File: config.mk
export PLATFORM = sky130hd
export DESIGN_NAME = approx_mult_seq_flat
export DESIGN_NICKNAME = d
export VERILOG_FILES = /design/src/rtl/approx_mult_seq_if.sv /design/src/rtl/approx_mult_seq.sv /design/src/flat_wrapper.sv
export SDC_FILE = /design/constraint.sdc
export NUM_CORES = 1
export LEC_CHECK = 0
export BUFFER_PORTS_ARGS = -buffer_cell sky130_fd_sc_hd__buf_4
export CAP_MARGIN = 15
export CORE_MARGIN = 2
export CORE_UTILIZATION = 35
export DETAILED_ROUTE_END_ITERATION = 7
export PLACE_DENSITY = 0.54
export SLEW_MARGIN = 30
export SYNTH_ARGS = -nofsm -noshare
export SYNTH_HDL_FRONTEND = slang
export SYNTH_SLANG_ARGS = --single-unit
File: constraint.sdc
create_clock -name clk -period 6.9 [get_ports clk]
set_input_delay 1.035 -clock clk [delete_from_list [all_inputs] [get_ports clk]]
set_output_delay 1.035 -clock clk [all_outputs]
set_load 0.005 [all_outputs]
File: src/rtl/approx_mult_seq_if.sv
// ---------------------------------------------------------------------------
// approx_mult_seq_if
// Operand/result handshake bundle for approx_mult_seq.
//   in_valid  : producer has an operand pair on A/B/approx_en
//   in_ready  : multiplier can accept an operand pair
//   A, B      : WIDTH-bit unsigned operands
//   approx_en : 1 = approximate low-significance partial products
//   out_valid : R holds a completed product
//   out_ready : consumer takes R
//   R         : 2*WIDTH-bit product
//   busy      : partial products are being accumulated
// master = producer/consumer side, slave = multiplier side.
// ---------------------------------------------------------------------------
interface approx_mult_seq_if #(
  parameter int WIDTH = 8
);
  logic                 in_valid;
  logic                 in_ready;
  logic [WIDTH-1:0]     A;
  logic [WIDTH-1:0]     B;
  logic                 approx_en;
  logic                 out_valid;
  logic                 out_ready;
  logic [2*WIDTH-1:0]   R;
  logic                 busy;

  modport master (
    output in_valid, A, B, approx_en, out_ready,
    input  in_ready, out_valid, R, busy
  );

  modport slave (
    input  in_valid, A, B, approx_en, out_ready,
    output in_ready, out_valid, R, busy
  );
endinterface

File: src/rtl/approx_mult_seq.sv
// ---------------------------------------------------------------------------
// approx_mult_seq
// Sequential nibble-decomposed approximate multiplier. Operands are split
// into 4-bit chunks; one 4x4 partial product is formed and accumulated per
// cycle (K = (WIDTH/4)^2 cycles). In approximate mode the low nibble of
// pp(i,j) is dropped when i+j < APPROX_LVL.
// Ports:
//   clk : clock, rising edge
//   rst : asynchronous active-high reset
//   bus : approx_mult_seq_if.slave (in/out valid-ready handshakes, A, B,
//         approx_en, R, busy)
// ---------------------------------------------------------------------------
module approx_mult_seq #(
  parameter int WIDTH      = 8,
  parameter int APPROX_LVL = 1
) (
  input  logic              clk,
  input  logic              rst,
  approx_mult_seq_if.slave  bus
);

  localparam int N     = WIDTH / 4;
  localparam int IDX_W = (N > 1) ? $clog2(N) : 1;
  localparam int SUM_W = IDX_W + 1;
  localparam int RW    = 2 * WIDTH;

  typedef enum logic [1:0] {IDLE, BUSY, DONE} state_t;

  state_t             state_q, state_d;
  logic [WIDTH-1:0]   a_q, a_d;
  logic [WIDTH-1:0]   b_q, b_d;
  logic               mode_q, mode_d;
  logic [RW-1:0]      acc_q, acc_d;
  logic [RW-1:0]      r_q, r_d;
  logic [IDX_W-1:0]   i_q, i_d;
  logic [IDX_W-1:0]   j_q, j_d;

  logic [3:0]         a_nib, b_nib;
  logic [7:0]         pp_raw, pp;
  logic [SUM_W-1:0]   sig;
  logic [RW-1:0]      pp_ext;
  logic [RW-1:0]      sum;
  logic               last;

  // Drops the low nibble of a partial product whose significance i+j is
  // below the approximation threshold.
  function automatic logic [7:0] approx_pp(input logic [7:0]       p,
                                           input logic             mode,
                                           input logic [SUM_W-1:0] s);
    logic [7:0] res;
    res = p;
    if (mode && (int'(s) < APPROX_LVL)) begin
      res[3:0] = 4'h0;
    end
    return res;
  endfunction

  // Partial-product datapath: k = i + N*j, i is the fast index.
  assign a_nib  = a_q[{i_q, 2'b00} +: 4];
  assign b_nib  = b_q[{j_q, 2'b00} +: 4];
  assign pp_raw = {4'h0, a_nib} * {4'h0, b_nib};
  assign sig    = {1'b0, i_q} + {1'b0, j_q};
  assign pp     = approx_pp(pp_raw, mode_q, sig);
  assign pp_ext = {{(RW-8){1'b0}}, pp} << {sig, 2'b00};
  assign sum    = acc_q + pp_ext;
  assign last   = (i_q == IDX_W'(N-1)) && (j_q == IDX_W'(N-1));

  always_comb begin
    state_d = state_q;
    a_d     = a_q;
    b_d     = b_q;
    mode_d  = mode_q;
    acc_d   = acc_q;
    r_d     = r_q;
    i_d     = i_q;
    j_d     = j_q;
    case (state_q)
      IDLE: begin
        if (bus.in_valid) begin
          a_d     = bus.A;
          b_d     = bus.B;
          mode_d  = bus.approx_en;
          acc_d   = '0;
          i_d     = '0;
          j_d     = '0;
          state_d = BUSY;
        end
      end
      BUSY: begin
        acc_d = sum;
        if (last) begin
          r_d     = sum;
          state_d = DONE;
        end else if (i_q == IDX_W'(N-1)) begin
          i_d = '0;
          j_d = j_q + 1'b1;
        end else begin
          i_d = i_q + 1'b1;
        end
      end
      DONE: begin
        if (bus.out_ready) begin
          state_d = IDLE;
        end
      end
      default: state_d = IDLE;
    endcase
  end

  // State register: everything resets so an aborted operation leaves no trace.
  always_ff @(posedge clk or posedge rst) begin
    if (rst) begin
      state_q <= IDLE;
      a_q     <= '0;
      b_q     <= '0;
      mode_q  <= 1'b0;
      acc_q   <= '0;
      r_q     <= '0;
      i_q     <= '0;
      j_q     <= '0;
    end else begin
      state_q <= state_d;
      a_q     <= a_d;
      b_q     <= b_d;
      mode_q  <= mode_d;
      acc_q   <= acc_d;
      r_q     <= r_d;
      i_q     <= i_d;
      j_q     <= j_d;
    end
  end

  assign bus.in_ready  = (state_q == IDLE);
  assign bus.busy      = (state_q == BUSY);
  assign bus.out_valid = (state_q == DONE);
  assign bus.R         = r_q;

endmodule

File: src/flat_wrapper.sv
// flat-port wrapper written by rule: the top's interface ports become plain ports
module approx_mult_seq_flat 
#(
  parameter int WIDTH      = 8,
  parameter int APPROX_LVL = 1
)
  (clk, rst, bus_in_valid, bus_A, bus_B, bus_approx_en, bus_out_ready, bus_in_ready, bus_out_valid, bus_R, bus_busy);
  approx_mult_seq_if #(.WIDTH(WIDTH)) bus_i ();
  input  logic clk;
  input  logic rst;
  input wire logic [$bits(bus_i.in_valid)-1:0] bus_in_valid;
  input wire logic [$bits(bus_i.A)-1:0] bus_A;
  input wire logic [$bits(bus_i.B)-1:0] bus_B;
  input wire logic [$bits(bus_i.approx_en)-1:0] bus_approx_en;
  input wire logic [$bits(bus_i.out_ready)-1:0] bus_out_ready;
  output wire logic [$bits(bus_i.in_ready)-1:0] bus_in_ready;
  output wire logic [$bits(bus_i.out_valid)-1:0] bus_out_valid;
  output wire logic [$bits(bus_i.R)-1:0] bus_R;
  output wire logic [$bits(bus_i.busy)-1:0] bus_busy;
  assign bus_i.in_valid = bus_in_valid;
  assign bus_i.A = bus_A;
  assign bus_i.B = bus_B;
  assign bus_i.approx_en = bus_approx_en;
  assign bus_i.out_ready = bus_out_ready;
  assign bus_in_ready = bus_i.in_ready;
  assign bus_out_valid = bus_i.out_valid;
  assign bus_R = bus_i.R;
  assign bus_busy = bus_i.busy;
  approx_mult_seq #(.WIDTH(WIDTH), .APPROX_LVL(APPROX_LVL)) u_core (.clk(clk), .rst(rst), .bus(bus_i));
endmodule
==> results.yml <==
power_and_ir_drop:
  p_per_area_nw_per_um2: 520.7
  combPwrFrac_pct: 66.0
  power_switching_mw: 1.000
  switching_share_pct: 47.79
  power_mw: 2.093
  max-vdd-ir-drop_mv: 0.1607
  internal_power_mw: 1.093
  pwr-share-seq_pct: 25.8
  power_leakage_nw: 2.005
  pwr-share-clk_pct: 8.2
grt:
  antenna_found_initial: 0
  grt_max_degree: 54
  grt_first_pass_wirelength_mm: 13.37
  grt_pass1_vias: 2778
  gr-usage-all-layers_pct: 14.74
  grt_overflow: 0
clocking:
  cts_resized: 0
  cts_root_buf: "clkbuf_8"
  clockBufferDepth: 2
  path_clk_slew_ps: 90
  post_cts_buffers: 0
  numCtsBuffers: 5
  hold_buffers: 0
  insertion_delay_ps: 300
  clock_sinks: 53
  cts_tree: "built"
  cts_max_level: 2
timing:
  finalMaxSlewViolations: 0
  layout_min_cycle_time_ps: 5530
  setup_viol: 0
  tightest_slew_ps: 688.6
  finalHoldViolCount: 0
  rsz0062_at_grt: "no"
  fin_crit_sh_pct: 80.14
  max_freq_mhz: 180.8
  finalSetupTns_ps: 0
  relSlewSlack_pct: 54.09
  finClkSkew_ps: 7.313
drt:
  drt-pass1-iter-count: 4
  drt_iter0_markers: 91
  viasPerCell: 4.958
  drt-met1-wl_mm: 3.789
  dr_total_vias: 2841
  met3_length_um: 200
  drc: 0
  highest_layer: "met4"
  routed_wirelength_mm: 7.815
  route.antenna.remaining_nets: 0
  wl_per_cell_um: 13.64
  wl_met2_mm: 3.748
layout:
  fillCellCount: 1011
  syn_to_final_growth_pct: 13.62
  final_cell_count_no_fill: 573
  nets: 494
  final_layout_size_suffix_gt1_share_pct: 14.32
  antenna_cells: 0
  area.sequential_sq_um: 1326
  multiInputGateArea_sq_um: 2064
setup_path:
  cp_cell_sequence: "mux2i_1 > or2_2 > fa_1 > inv_1 > fa_1 > ha_1 > a21oi_1 > inv_1 > a21oi_1 > xnor2_1 > nor2b_1 > a31oi_1 > nor2b_1 > ha_1 > and3_1 > a221oi_4 > nor2b_2 > nor2_2 > nand2_2 > xor3_1 > mux2_4"
  ff2ff_path_depth: 21
  max_stage_delay_ps: 580
  critPathArrivalTime_ps: 5720
  cp_max_fo: 9
  crit_path_end_kind: "flop"
  critPathKind: "flop to flop"
  critPathRequiredTime_ps: 7090
  slowest_stage: "dfrtp_1"
  cp-start-kind: "flop"
floorplan:
  die_h_um: 104.5
  core_area_sq_um: 9774
  fp.dieArea_sq_um: 10930
  std_cell_rows: 36
  initial_core_util_pct: 36.19
  die_x_um: 104.5
  ios: 40
min_path:
  hold_path.class: "flop to flop"
  holdPathStages: 2
logic_synthesis:
  synthCells: 410
  avgSynthCellArea_sq_um: 8.627
  yosys_warnings: 0
  netlist_top_cells_area: "dfrtp_1 37%, ha_1 10%, nand2_1 8.4%, o21ai_0 4.5%, nand3_1 3.5%"
  synth_edf_count: 0
  synth_top_cell_area_share_pct: 37.50
  synth_area_leader_cell: "dfrtp_1"
  synth-seq-cells: 53
  synth_flop_cell: "dfrtp_1"
  seq_area_frac_synth_pct: 37.50
  synthArstFlopShare_pct: 100.0
  syn_nets: 465
  ys_types: 48
  netlist_area_sq_um: 3537
placed_design:
  hpwlAfterDp_mm: 5.750
  gp_congestion: 0.8768
  dp_cells: 565
  io_buffers: 39
run_status:
  outcome: "finished clean"
flow_run:
  drv_cap: 0
[critical path: cells and delay by family (launching register included)]
| family | cells | cell delay [ps] |
|---|---|---|
| multiplexers | 2 | 460 |
| XOR/XNOR | 2 | 460 |
| adder cells (fa/ha/maj) | 4 | 1740 |
| flip-flops | 1 | 580 |
| AND/OR/NAND/NOR | 7 | 1080 |
| AO/OA/AOI/OAI | 4 | 980 |
| buffers and inverters | 2 | 120 |
[layout by cell type (no fill, tap or decap), types with 8 or more instances in the layout]
master    Yosys  routed
nand2_1      79      77
nor3_1        8       8
a21oi_1      17      17
buf_4         0      41
ha_1         29      29
dfrtp_1      53      53
inv_1        18      17
o21ai_0      32      32
nor2_1       25      25
nand2b_1      8       8
mux2i_1      10      10
nand3_1      25      25
[final cells by class]
cell class              instances  area share (%)
clock buffers                   6           1.806
repair buffers                 41           7.659
clock inverters                 2          0.2491
well taps                     133           4.141
inverters                      19           1.775
flip-flops and latches         53           33.00
multi-input cells             319           51.37
[flip-flops by register name, indices dropped and copies added, names as in the netlist]
signal / cells
u_core.j_q: 1
u_core.acc_q: 16
u_core.a_q: 8
u_core.state_q: 2
u_core.mode_q: 1
u_core.bus.R: 16
u_core.i_q: 1
u_core.b_q: 8
[synth_stat cells, types with 5 or more instances]
cell / instances
a21o_1: 6
nor2b_1: 5
mux2i_1: 10
nor3_1: 8
dfrtp_1: 53
nand2_1: 79
nand3_1: 25
nand4_1: 5
nor2_1: 25
o21ai_0: 32
clkbuf_1: 16
xnor2_1: 6
xor2_1: 6
fa_1: 5
ha_1: 29
inv_1: 18
a21oi_1: 17
nand2b_1: 8
[power groups by stage]
stage	clock network [mW]	logic [mW]	registers, mW
4_1_cts	0.185	1.40	0.544
3_3_place_gp	0	1.37	0.547
6_report	0.171	1.38	0.540
2_1_floorplan	0	1.06	0.518
3_5_place_dp	0	1.39	0.551
5_1_grt	0.198	1.58	0.559
[through the flow]
stage	cell area [sq um]	setup WS (ps)	utilization, %	hold WS, ps
after floorplan	3537	1728	-	445.0
after global placement	3931	1542	40.22	462.3
after detailed placement	3934	1397	40.25	462.8
after CTS	4016	1378	41.09	488.1
after global routing	4019	925.1	41.12	502.1
final	4019	1370	41.12	483.1
[kinds of logic (layout without fill, tap and decap cells)]
| logic type | count (synthesis) | after routing | share of synthesized area [%] |
|---|---|---|---|
| XOR/XNOR | 13 | 13 | 3.643 |
| multiplexers | 13 | 13 | 3.891 |
| buffers and inverters | 38 | 68 | 4.280 |
| AND/OR/NAND/NOR | 176 | 176 | 22.96 |
| AO/OA/AOI/OAI | 83 | 83 | 14.64 |
| adder cells (fa/ha/maj) | 34 | 34 | 13.09 |
| flip-flops | 53 | 53 | 37.50 |
[layer usage]
metal / vias to the layer above / global-route usage [%]
li1: 1466 / -
met2: 42 / 25.21
met1: 1329 / 19.70
met4: 0 / 2.992
met5: - / 0
met3: 4 / 2.371
[worst paths after layout]
kind	start	to	slack [ps]
min in group asynchronous	rst	u_core.b_q[0]	910
hold reg to reg	u_core.b_q[7]	u_core.b_q[7]	480
hold / removal	u_core.b_q[7]	u_core.b_q[7]	480
setup / recovery	u_core.i_q	u_core.bus.R[15]	1370
setup reg to reg	u_core.i_q	u_core.bus.R[15]	1370
max in group asynchronous	rst	u_core.acc_q[4]	5520
Note: power is estimated with default switching activity, not from simulation.
